**config.mk**
```make
export PLATFORM = sky130hd
export DESIGN_NAME = bcd_counter_mux
export DESIGN_NICKNAME = d
export VERILOG_FILES = /design/src/rtl/bcd_counter_mux.sv
export SDC_FILE = /design/constraint.sdc
export NUM_CORES = 1
export LEC_CHECK = 0
export ABC_AREA = 1
export ABC_CLOCK_PERIOD_IN_PS = 1800
export BUFFER_PORTS_ARGS = -buffer_cell sky130_fd_sc_hd__buf_2
export CAP_MARGIN = 20
export CORE_MARGIN = 4
export CORE_UTILIZATION = 57
export DETAILED_ROUTE_END_ITERATION = 10
export PLACE_DENSITY = 0.87
export SLEW_MARGIN = 20
export SYNTH_ARGS = -nofsm -noshare
export SYNTH_HDL_FRONTEND = slang
export SYNTH_SLANG_ARGS = --single-unit
```
**constraint.sdc**
```tcl
create_clock -name CLK -period 1.8 [get_ports CLK]
set_input_delay 0.27 -clock CLK [delete_from_list [all_inputs] [get_ports CLK]]
set_output_delay 0.27 -clock CLK [all_outputs]
set_load 0.01 [all_outputs]
```
**src/rtl/bcd_counter_mux.sv**
```systemverilog
`default_nettype none
// ============================================================================
// Module      : bcd_counter_mux
// Description : Multi-digit up/down BCD tick counter with a time-multiplexed,
//               active-low common-anode seven-segment display.
//               Define LEADING_ZERO_BLANK_EN to blank leading zero digits.
// Revision    : 1.0 - initial release
// ============================================================================
module bcd_counter_mux #(
    parameter int CLK_HZ   = 50_000_000,
    parameter int TICK_HZ  = 1,
    parameter int DIGITS   = 4,
    parameter int SCAN_DIV = 50_000
) (
    input  logic              CLK,
    input  logic              nRST,
    input  logic              EN,
    input  logic              CLR,
    input  logic              DOWN,
    output logic [7:0]        nSEG,
    output logic [DIGITS-1:0] nAN,
    output logic              LD0,
    output logic              CARRY
);

    localparam int c_P  = CLK_HZ / TICK_HZ;
    localparam int c_PW = (c_P > 1) ? $clog2(c_P) : 1;
    localparam int c_SW = (SCAN_DIV > 1) ? $clog2(SCAN_DIV) : 1;
    localparam int c_IW = (DIGITS > 1) ? $clog2(DIGITS) : 1;

    localparam logic [c_PW-1:0] c_PMAX  = c_PW'(c_P - 1);
    localparam logic [c_PW-1:0] c_PHALF = c_PW'(c_P / 2);
    localparam logic [c_SW-1:0] c_SMAX  = c_SW'(SCAN_DIV - 1);
    localparam logic [c_IW-1:0] c_IMAX  = c_IW'(DIGITS - 1);

    logic [c_PW-1:0]   r_presc;
    logic [3:0]        r_digits [DIGITS];
    logic              r_ld0;
    logic              r_carry;
    logic [c_SW-1:0]   r_scan_cnt;
    logic [c_IW-1:0]   r_idx;
    logic [7:0]        r_seg;
    logic [DIGITS-1:0] r_an;

    logic              w_tick;
    logic [3:0]        w_next [DIGITS];
    logic              w_wrap;
    logic [3:0]        w_sel;
    logic [7:0]        w_seg;

    assign w_tick = EN && (r_presc == c_PMAX);

    // Ripple increment/decrement; w_wrap survives only if every digit rolled over.
    always_comb begin
        w_wrap = 1'b1;
        for (int i = 0; i < DIGITS; i++) begin
            w_next[i] = r_digits[i];
            if (w_wrap) begin
                if (DOWN) begin
                    if (r_digits[i] == 4'd0) begin
                        w_next[i] = 4'd9;
                    end else begin
                        w_next[i] = r_digits[i] - 4'd1;
                        w_wrap    = 1'b0;
                    end
                end else begin
                    if (r_digits[i] >= 4'd9) begin
                        w_next[i] = 4'd0;
                    end else begin
                        w_next[i] = r_digits[i] + 4'd1;
                        w_wrap    = 1'b0;
                    end
                end
            end
        end
    end

    always_ff @(posedge CLK or negedge nRST) begin
        if (!nRST) begin
            r_presc <= '0;
            r_ld0   <= 1'b0;
            r_carry <= 1'b0;
            for (int i = 0; i < DIGITS; i++) r_digits[i] <= 4'd0;
        end else begin
            r_ld0 <= (r_presc >= c_PHALF);
            if (CLR) begin
                r_presc <= '0;
                r_carry <= 1'b0;
                for (int i = 0; i < DIGITS; i++) r_digits[i] <= 4'd0;
            end else if (w_tick) begin
                r_presc <= '0;
                r_carry <= w_wrap;
                for (int i = 0; i < DIGITS; i++) r_digits[i] <= w_next[i];
            end else begin
                r_carry <= 1'b0;
                if (EN) r_presc <= r_presc + 1'b1;
            end
        end
    end

    function automatic logic [7:0] f_decode(input logic [3:0] d);
        case (d)
            4'd0:    f_decode = 8'hC0;
            4'd1:    f_decode = 8'hF9;
            4'd2:    f_decode = 8'hA4;
            4'd3:    f_decode = 8'hB0;
            4'd4:    f_decode = 8'h99;
            4'd5:    f_decode = 8'h92;
            4'd6:    f_decode = 8'h82;
            4'd7:    f_decode = 8'hD8;
            4'd8:    f_decode = 8'h80;
            4'd9:    f_decode = 8'h90;
            default: f_decode = 8'hFF;
        endcase
    endfunction

    assign w_sel = r_digits[r_idx];

`ifdef LEADING_ZERO_BLANK_EN
    // w_hi_zero[i]: digit i and every digit above it are zero.
    logic [DIGITS:0] w_hi_zero;
    always_comb begin
        w_hi_zero[DIGITS] = 1'b1;
        for (int i = DIGITS - 1; i >= 0; i--)
            w_hi_zero[i] = w_hi_zero[i+1] && (r_digits[i] == 4'd0);
    end
    assign w_seg = ((r_idx != '0) && w_hi_zero[r_idx]) ? 8'hFF : f_decode(w_sel);
`else
    assign w_seg = f_decode(w_sel);
`endif

    // Display refreshes when the scan counter is at zero, so the first edge after reset shows digit 0.
    always_ff @(posedge CLK or negedge nRST) begin
        if (!nRST) begin
            r_scan_cnt <= '0;
            r_idx      <= '0;
            r_seg      <= 8'hFF;
            r_an       <= '1;
        end else begin
            if (r_scan_cnt == c_SMAX) begin
                r_scan_cnt <= '0;
                r_idx      <= (r_idx == c_IMAX) ? '0 : r_idx + 1'b1;
            end else begin
                r_scan_cnt <= r_scan_cnt + 1'b1;
            end
            if (r_scan_cnt == '0) begin
                r_an  <= ~(DIGITS'(1) << r_idx);
                r_seg <= w_seg;
            end
        end
    end

    assign nSEG  = r_seg;
    assign nAN   = r_an;
    assign LD0   = r_ld0;
    assign CARRY = r_carry;

endmodule
`default_nettype wire

```
# After elaboration in Yosys (flattened, before gate mapping)
# Memory sizes are Yosys's and may differ from the RTL's. A register that Yosys moved wholly into a read port is not among the register bits.
# Cells that the tools add are included.
[classes]
bitwise_logic = 2
n_addsub = 11
mux = 42
shifts = 1
n_eq_ne = 3
n_reduce_logical = 15
n_lt_le_gt_ge = 6
[op_table]
columns = ["cell", "n"]
rows = [
  ["26-bit 2-to-1 mux", 3],
  ["4-bit 2-to-1 mux", 17],
  ["16-bit 2-to-1 mux", 3],
  ["26-bit by 1-bit adder with 26-bit output, second input constant", 1],
  ["26-bit == test, second input constant", 1],
  ["26-bit by 25-bit greater-or-equal comparator with 1-bit output, second input constant", 1],
  ["1-bit 2-to-1 mux", 17],
  ["16-bit by 1-bit adder with 16-bit output, second input constant", 1],
  ["4-bit by 1-bit adder with 4-bit output, second input constant", 4],
  ["16-bit == test, second input constant", 1],
  ["4-bit greater-or-equal comparator, second input constant", 4],
  ["16-bit zero test", 1],
  ["4-bit zero test", 4],
  ["4-bit by 1-bit subtractor with 4-bit output, second input constant", 4],
  ["4-bit binary-select mux with 2-bit select", 1],
  ["2-bit nonzero test", 4],
  ["2-bit AND reduction", 3],
  ["4-bit inverter", 1],
  ["1-bit by 2-bit << shifter with 4-bit output, first input constant", 1],
  ["3-bit greater-or-equal comparator, second input constant", 1],
  ["2-bit inverter with 3-bit output", 1],
  ["3-bit nonzero test", 1],
  ["2-bit by 1-bit adder with 2-bit output, second input constant", 1],
  ["2-bit == test, second input constant", 1],
  ["3 further kinds", 3],
]
[word_totals]
romBits = 112
register_bits = 74
output_inout_bits = 14
memories = 1
elab_cells = 92
inputBits = 5
[memory_table]
columns = ["name", "depth", "word_bits", "rd", "rd_clocked_by_memory_dff", "wr", "line_no", "rtl"]
rows = [
  ["(name not given)", 16, 7, 1, 1, 0, "102", "case (d)"],
]

# Longest topological paths before layout
# Gate-level depths: netlist of the first run.
[depth]
ltp_word = 8
mapped_depth = 11
ltp_nobuf = 11

# Worst setup path before layout of the first run
# Ideal clock, no wire load.
[synth_timing]
path_type = "register to register"
from = "register r_idx[0]"
to = "register r_seg[4] (netlist: nSEG[4])"
setup_ns = 0.060
path_buffers = 1
path_stages_with_launch = 11
slack_ns = 0.098
period_less_slack_ns = 1.702
arrival_ns = 1.642
required_ns = 1.740
path_cell_list = "dfrtp_1 > buf_2 > a21oi_1 > o21ai_0 > nand2_1 > inv_1 > ha_1 > or2_2 > nand3_1 > nand3_1 > nand2_1"
[synth_between]
elab_chain_len = 4
[synth_lines]
columns = ["item", "line_no", "rtl"]
rows = [
  ["from (decl)", "41", "logic [c_IW-1:0] r_idx;"],
  ["from (signal assigned)", "142", "r_idx <= (r_idx == c_IMAX) ? '0 : r_idx + 1'b1;"],
  ["2-bit inverter with 3-bit output (not written as such)", "117", "assign w_sel = r_digits[r_idx];"],
  ["4-bit binary-select mux with 2-bit select", "117", ""],
  ["4-bit 2-to-1 mux (not written as such) (2 in series)", "117", ""],
  ["to (decl)", "42", "logic [7:0] r_seg;"],
]
# No other way between the ends. The select of a mux whose other input is x is not followed.
# A chain may end at the register's enable or synchronous reset.

# Worst setup path in the final report of the first run
[layout_timing]
from = "register r_presc[1]"
to = "register r_digits[6] (netlist name)"
[layout_between]
elab_chain_len = 4
[layout_lines]
columns = ["item", "line_no", "rtl"]
rows = [
  ["from (decl)", "36", "logic [c_PW-1:0] r_presc;"],
  ["from (signal assigned)", "96", "if (EN) r_presc <= r_presc + 1'b1;"],
  ["26-bit == test", "51", "assign w_tick = EN && (r_presc == c_PMAX);"],
  ["1-bit logical AND", "51", ""],
  ["2-bit nonzero test (no line)", "--", ""],
  ["2-bit AND reduction (no line)", "--", ""],
  ["to (decl)", "37", "logic [3:0] r_digits [DIGITS];"],
]
# No other way between the ends.

==> results.sh, run 1 <==
export IMPL_wl_per_cell_um=13.80
export IMPL_postSynthCellCount=710
export IMPL_fin_crit_ns=1.693
export IMPL_clock_sinks=73
export IMPL_drt_iter0_drc=269
export IMPL_ys_seq_elements=73
export IMPL_switching_share=0.2366
export IMPL_drc=0
export IMPL_irDropWorstVdd_uv=486.4
export IMPL_die_w_um=101.5
export IMPL_synth_compound_area_frac=0.07578
export IMPL_yosys_cell_types_count=35
export IMPL_finalSetupViolations=0
export IMPL_start_util=0.5949
export IMPL_tritoncts="done"
export IMPL_grt_pass1_wl_mm=20.41
export IMPL_crit_fanout=10
export IMPL_grt_ovfl_total=0
export IMPL_drv_slew=0
export IMPL_yosys_warnings=0
export IMPL_nNetsFinal=784
export IMPL_rsz0062_at_grt="yes"
export IMPL_ios=19
export IMPL_cts_buffers=9
export IMPL_drtAntennaViolNets=0
export IMPL_hold_violations=0
export IMPL_die_h_um=101.5
export IMPL_coreArea_um2=8382
export IMPL_yosysTopAreaCell="dfrtp_1"
export IMPL_synth_xor_area_share=0.03864
export IMPL_startpoint_type="register"
export IMPL_io_buffers=17
export IMPL_combPwrFrac=0.076
export IMPL_crit_type="register to register"
export IMPL_synth_area_um2=4986
export IMPL_layout_commonest_cell="nand2_1"
export IMPL_area_delta_synth_final_pct=13.83
export IMPL_clock_fmax_ghz=0.5906
export IMPL_power_switching_mw=0.8475
export IMPL_clk_latency_ns=0.35
export IMPL_syn_nets=741
export IMPL_layout_cells_non_filler=863
export IMPL_skew_ns=0.01344
export IMPL_postSynthAreaPerCell_um2=7.023
export IMPL_max_slew_margin_rel=0.6423
export IMPL_drive_above_1_share=0.1517
export IMPL_multiInputGateArea_um2=2795
export IMPL_diodes=0
export IMPL_regArea_um2=1844
export IMPL_synthDominantCellAreaShare=0.3112
export IMPL_finalCritPeriodShare=0.9406
export IMPL_viasPerCell=5.575
export IMPL_yosys_area_share_simple=0.3676
export IMPL_dpl_cell_count=842
export IMPL_dpl_hpwl_mm=8.858
export IMPL_pwr_share_seq=0.478
export IMPL_globalplace_congestion=0.9919
export IMPL_ctsLongestPathBuffers=2
export IMPL_fin_util=0.6771
export IMPL_grt_max_degree=43
export IMPL_grt_usage=0.2422
export IMPL_ys_seq_area_frac=0.3691
export IMPL_status="complete, no violations"
export IMPL_clk_pin_slew_ns=0.08
export IMPL_mostFrequentLayoutCells="171 x nand2_1, 107 x nor2_1, 84 x inv_1"
export IMPL_power_leakage_nw=2.771
export IMPL_die_area_um2=10310
export IMPL_grt_pass1_vias=4664
export IMPL_clock_power_share=0.446
export IMPL_root_buffer="clkbuf_8"
export IMPL_end_kind="register"
export IMPL_maxCapViolCount=0
export IMPL_internal_power_mw=2.734
export IMPL_synth_top_family_by_area="simple AND/OR/NAND/NOR gates"
export IMPL_synthMuxAreaShare=0
export IMPL_hp_class="input port to register"
export IMPL_powerDensity_nw_per_um2=631.1
export IMPL_via_count=4811
export IMPL_antenna_found_initial=0
export IMPL_synth_adder_area_share=0.06524
export IMPL_cp_data_arrival_time_ns=1.94
export IMPL_firstDrtPassIters=5
export IMPL_fillers=730
export IMPL_rows=33
export IMPL_synthTopCellsByArea="dfrtp_1 31%, nand2_1 13%, nor2_1 8.1%, nand3_1 7.5%, ha_1 6.5%"
export IMPL_cts_max_level=3
export IMPL_required_ns=2.04
export IMPL_tightest_slew_ns=0.5365
export IMPL_totalWireLength_mm=11.91
## critical path: stages (launching register included)
cell and delay (ns):
dfrtp_1 0.39, ha_2 0.22, nand2_1 0.09, nor2_1 0.11, nand2_1 0.11, nor2_2 0.15
nand2_2 0.14, nand2_8 0.15, nand2_4 0.09, nand2_1 0.08, o21ai_2 0.05
## area by class of cell
type | count | share of cell area
Clock buffer | 11 | 0.02491
Clock inverter | 5 | 0.01830
Inverter | 91 | 0.06019
Multi-Input combinational cell | 534 | 0.4925
Sequential cell | 73 | 0.3250
Tap cell | 105 | 0.02315
Timing Repair Buffer | 44 | 0.05600
## Yosys cell counts
master    instances
clkbuf_1          5
nor3_1           19
buf_4             1
xnor2_1           5
o21ai_2           2
dfrtp_1          62
or2_2             1
nand2_4           2
dfstp_2          11
buf_12            1
o211a_1           1
nand3b_1          1
nand4_1          17
a21oi_2           1
inv_2             5
nand2_1         175
nor2_4            3
o22ai_1           5
nor3b_2           2
ha_1             26
a31oi_1           2
a21oi_1          18
clkbuf_2          1
buf_2             4
o21ai_1           4
nand3_1          75
conb_1            1
nand2_2           4
o211ai_1          7
nor3b_1           2
nor2_1          107
nor2_2           10
xor2_1           17
inv_1            86
o21ai_0          27
## stage by stage
stage                     power (mW)  setup TNS, ns  instance area (um2)  hold slack [ns]  worst slack, ns
after floorplan                1.899              0                 4986         -0.02559          0.09817
after CTS                      3.591              0                 5587           0.2744          0.03594
final                          3.582              0                 5675           0.2995           0.1069
after detailed placement       1.999              0                 5324           0.2895          0.05548
after global routing           3.716       -0.04041                 5675           0.3011         -0.02021
after global placement         1.991              0                 5324           0.2876           0.1305
## kinds of logic after synthesis
family          after synthesis
compound gates               67
fa+ha+maj                    26
flops                        73
other cells                   1
buf+inv                     103
simple gates                418
xor+xnor                     22
## final timing paths
kind                                        start                  endpoint  slack [ns]  cells after the start
setup / recovery           r_presc[1]$_DFFE_PN0P_   r_digits[6]$_DFFE_PN0P_        0.11                     10
max in group asynchronous                    nRST      r_idx[0]$_DFFE_PN0N_        0.74                      3
min in group asynchronous                    nRST    r_presc[6]$_DFFE_PN0P_        0.45                      2
hold / removal                                CLR  r_digits[13]$_DFFE_PN0P_        0.30                      4
setup reg to reg           r_presc[1]$_DFFE_PN0P_   r_digits[6]$_DFFE_PN0P_        0.11                     10
hold reg to reg               nSEG[4]$_DFFE_PN1N_       nSEG[4]$_DFFE_PN1N_        0.48                      2
## power groups by stage
stage / registers (mW) / logic [mW] / clock network (mW)
CTS: 1.71 / 0.259 / 1.62
floorplan: 1.74 / 0.154 / 0
global placement: 1.74 / 0.250 / 0
finish: 1.71 / 0.271 / 1.60
global route: 1.72 / 0.307 / 1.69
detailed placement: 1.74 / 0.256 / 0
## metal layers
layer | wire length [um] | global-route usage | vias to the layer above
met2 | 5736 | 0.4014 | 193
li1 | - | - | 2362
met5 | 0 | 0 | -
met3 | 779 | 0.04339 | 18
met4 | 196 | 0.1012 | 0
met1 | 5197 | 0.3123 | 2238
## repair_timing
action | 4_1_cts | 5_1_grt
setup buffers | 1 | 3
gates cloned | 0 | 0
endpoints found under the hold margin | 29 | 0
hold buffers | 1 | 0
gates resized for setup | 0 | 20
pin swaps | 0 | 2
setup endpoints to repair | 2 | 29
## sequential cells by signal, summed over array words and instances (netlist names)
name	cells
r_presc	26
r_digits	16
r_idx	2
LD0	1
r_scan_cnt	16
CARRY	1
nSEG	7
nAN	4
Note: power is estimated with default switching activity, not from simulation.
==> inputs of run 2 (changes only) <==
Settings changed: REMOVE_ABC_BUFFERS set to 1.
==> run 2 against run 1 <==
  * Clock skew shrank 0.0053 ns
  * Design area shrank 1.3%
  * Sequential power is essentially flat
  * Global-route usage shrank 0.66 points
  * Wire length shrank 2.3%
  * Clock power shrank 28%
  * Maximum frequency shrank 2.0%
  * Power shrank 12%
  * Utilization shrank 0.87 points
  * Largest cell class unchanged
==> results.sh, run 2 (synthesis results as in run 1) <==
export IMPL_firstDrtPassIters=5
export IMPL_layout_cells_non_filler=862
export IMPL_crit_fanout=6
export IMPL_fin_util=0.6685
export IMPL_ios=19
export IMPL_grt_usage=0.2356
export IMPL_finalCritPeriodShare=0.9600
export IMPL_startpoint_type="register"
export IMPL_power_leakage_nw=2.729
export IMPL_pwr_share_seq=0.546
export IMPL_fillers=704
export IMPL_fin_crit_ns=1.728
export IMPL_wl_per_cell_um=13.50
export IMPL_drc=0
export IMPL_skew_ns=0.008161
export IMPL_switching_share=0.2626
export IMPL_dpl_hpwl_mm=8.675
export IMPL_largest_reg_flops=26
export IMPL_irDropWorstVdd_uv=315.7
export IMPL_end_kind="register"
export IMPL_grt_pass1_vias=4601
export IMPL_powerDensity_nw_per_um2=559.9
export IMPL_internal_power_mw=2.313
export IMPL_antenna_found_initial=0
export IMPL_drtAntennaViolNets=0
export IMPL_io_buffers=17
export IMPL_final_cell_area_um2=5603
export IMPL_hold_violations=0
export IMPL_coreArea_um2=8382
export IMPL_cts_max_level=3
export IMPL_die_h_um=101.5
export IMPL_finalPower_mw=3.137
export IMPL_maxCapViolCount=0
export IMPL_viasPerCell=5.516
export IMPL_fin_ws_ns=0.07192
export IMPL_mostFrequentLayoutCells="169 x nand2_1, 104 x nor2_1, 85 x inv_1"
export IMPL_via_count=4755
export IMPL_drive_above_1_share=0.1546
export IMPL_ff2ff_path_depth=9
export IMPL_fin_tns_setup_ns=0
export IMPL_cp_data_arrival_time_ns=2.01
export IMPL_preCtsSetupSlack_ns=0.04499
export IMPL_clock_fmax_ghz=0.5787
export IMPL_start_util=0.5949
export IMPL_clk_pin_slew_ns=0.08
export IMPL_clock_sinks=73
export IMPL_combPwrFrac=0.089
export IMPL_cts_buffers=9
export IMPL_dpl_cell_count=841
export IMPL_diodes=0
export IMPL_rows=33
export IMPL_ctsLongestPathBuffers=2
export IMPL_area_delta_synth_final_pct=12.37
export IMPL_rsz0062_at_grt="yes"
export IMPL_clock_power_share=0.366
export IMPL_root_buffer="clkbuf_8"
export IMPL_status="complete, no violations"
export IMPL_tightest_slew_ns=0.5279
export IMPL_globalplace_congestion=0.9872
export IMPL_die_area_um2=10310
export IMPL_hold_slack_ns=0.2833
export IMPL_finalSetupViolations=0
export IMPL_grt_max_degree=74
export IMPL_multiInputGateArea_um2=2793
export IMPL_layout_commonest_cell="nand2_1"
export IMPL_top_regs="r_presc x26, r_digits x16, r_scan_cnt x16"
export IMPL_nNetsFinal=783
export IMPL_required_ns=2.08
export IMPL_grt_ovfl_total=0
export IMPL_power_switching_mw=0.8238
export IMPL_grt_pass1_wl_mm=19.78
export IMPL_totalWireLength_mm=11.64
export IMPL_tritoncts="done"
export IMPL_regMostFlops="r_presc"
export IMPL_die_w_um=101.5
export IMPL_hold_path_depth=4
export IMPL_max_slew_margin_rel=0.6477
export IMPL_regArea_um2=1844
export IMPL_crit_type="register to register"
export IMPL_drv_slew=0
export IMPL_placed_area_um2=5326
export IMPL_clk_latency_ns=0.34
export IMPL_hp_class="input port to register"
export IMPL_drt_iter0_drc=364
## run 2: worst max-delay path, cell delays in order, from the launching register on
cell	delay, ns
dfrtp_2	0.43
inv_1	0.11
ha_1	0.24
nand3_1	0.13
nand3_1	0.12
nand2_2	0.10
nand3_1	0.16
nor2_2	0.21
nand3_1	0.09
nand2_1	0.08
## run 2: final cells by class
type,instances,area share
Multi-Input combinational cell,534,0.4984
Sequential cell,73,0.3292
Inverter,91,0.06096
Timing Repair Buffer,43,0.05717
Clock buffer,11,0.02523
Tap cell,105,0.02345
Clock inverter,5,0.005583
## run 2: power groups by stage
stage	Clock, mW	Sequential [mW]	Combinational [mW]
5_1_grt	1.25	1.72	0.316
2_1_floorplan	0	1.74	0.141
3_3_place_gp	0	1.74	0.249
6_report	1.15	1.71	0.278
3_5_place_dp	0	1.74	0.258
4_1_cts	1.17	1.71	0.261
## run 2: path summary, 6_finish.rpt
| path | slack [ns] | from | endpoint |
|---|---|---|---|
| hold / removal | 0.28 | CLR | r_digits[15]$_DFFE_PN0P_ |
| min in group asynchronous | 0.49 | nRST | r_scan_cnt[12]$_DFF_PN0_ |
| setup reg to reg | 0.07 | r_digits[12]$_DFFE_PN0P_ | r_digits[3]$_DFFE_PN0P_ |
| max in group asynchronous | 0.99 | nRST | nAN[2]$_DFFE_PN1N_ |
| setup / recovery | 0.07 | r_digits[12]$_DFFE_PN0P_ | r_digits[3]$_DFFE_PN0P_ |
| hold reg to reg | 0.47 | nSEG[4]$_DFFE_PN1N_ | nSEG[4]$_DFFE_PN1N_ |
## run 2: timing repair
action	CTS	global route
hold endpoints to repair	62	0
hold buffers	1	0
setup endpoints to repair	0	39
setup buffers	0	4
gates resized for setup	0	21
## run 2: routing by layer
| layer | wire [um] | part of all wire | global-route usage | vias to the layer above |
|---|---|---|---|---|
| met5 | 0 | 0 | 0 | - |
| met2 | 5833 | 0.50 | 0.4090 | 169 |
| met4 | 195 | 0.017 | 0.08487 | 0 |
| met3 | 610 | 0.052 | 0.04132 | 23 |
| met1 | 4998 | 0.43 | 0.2940 | 2207 |
| li1 | - | - | - | 2356 |
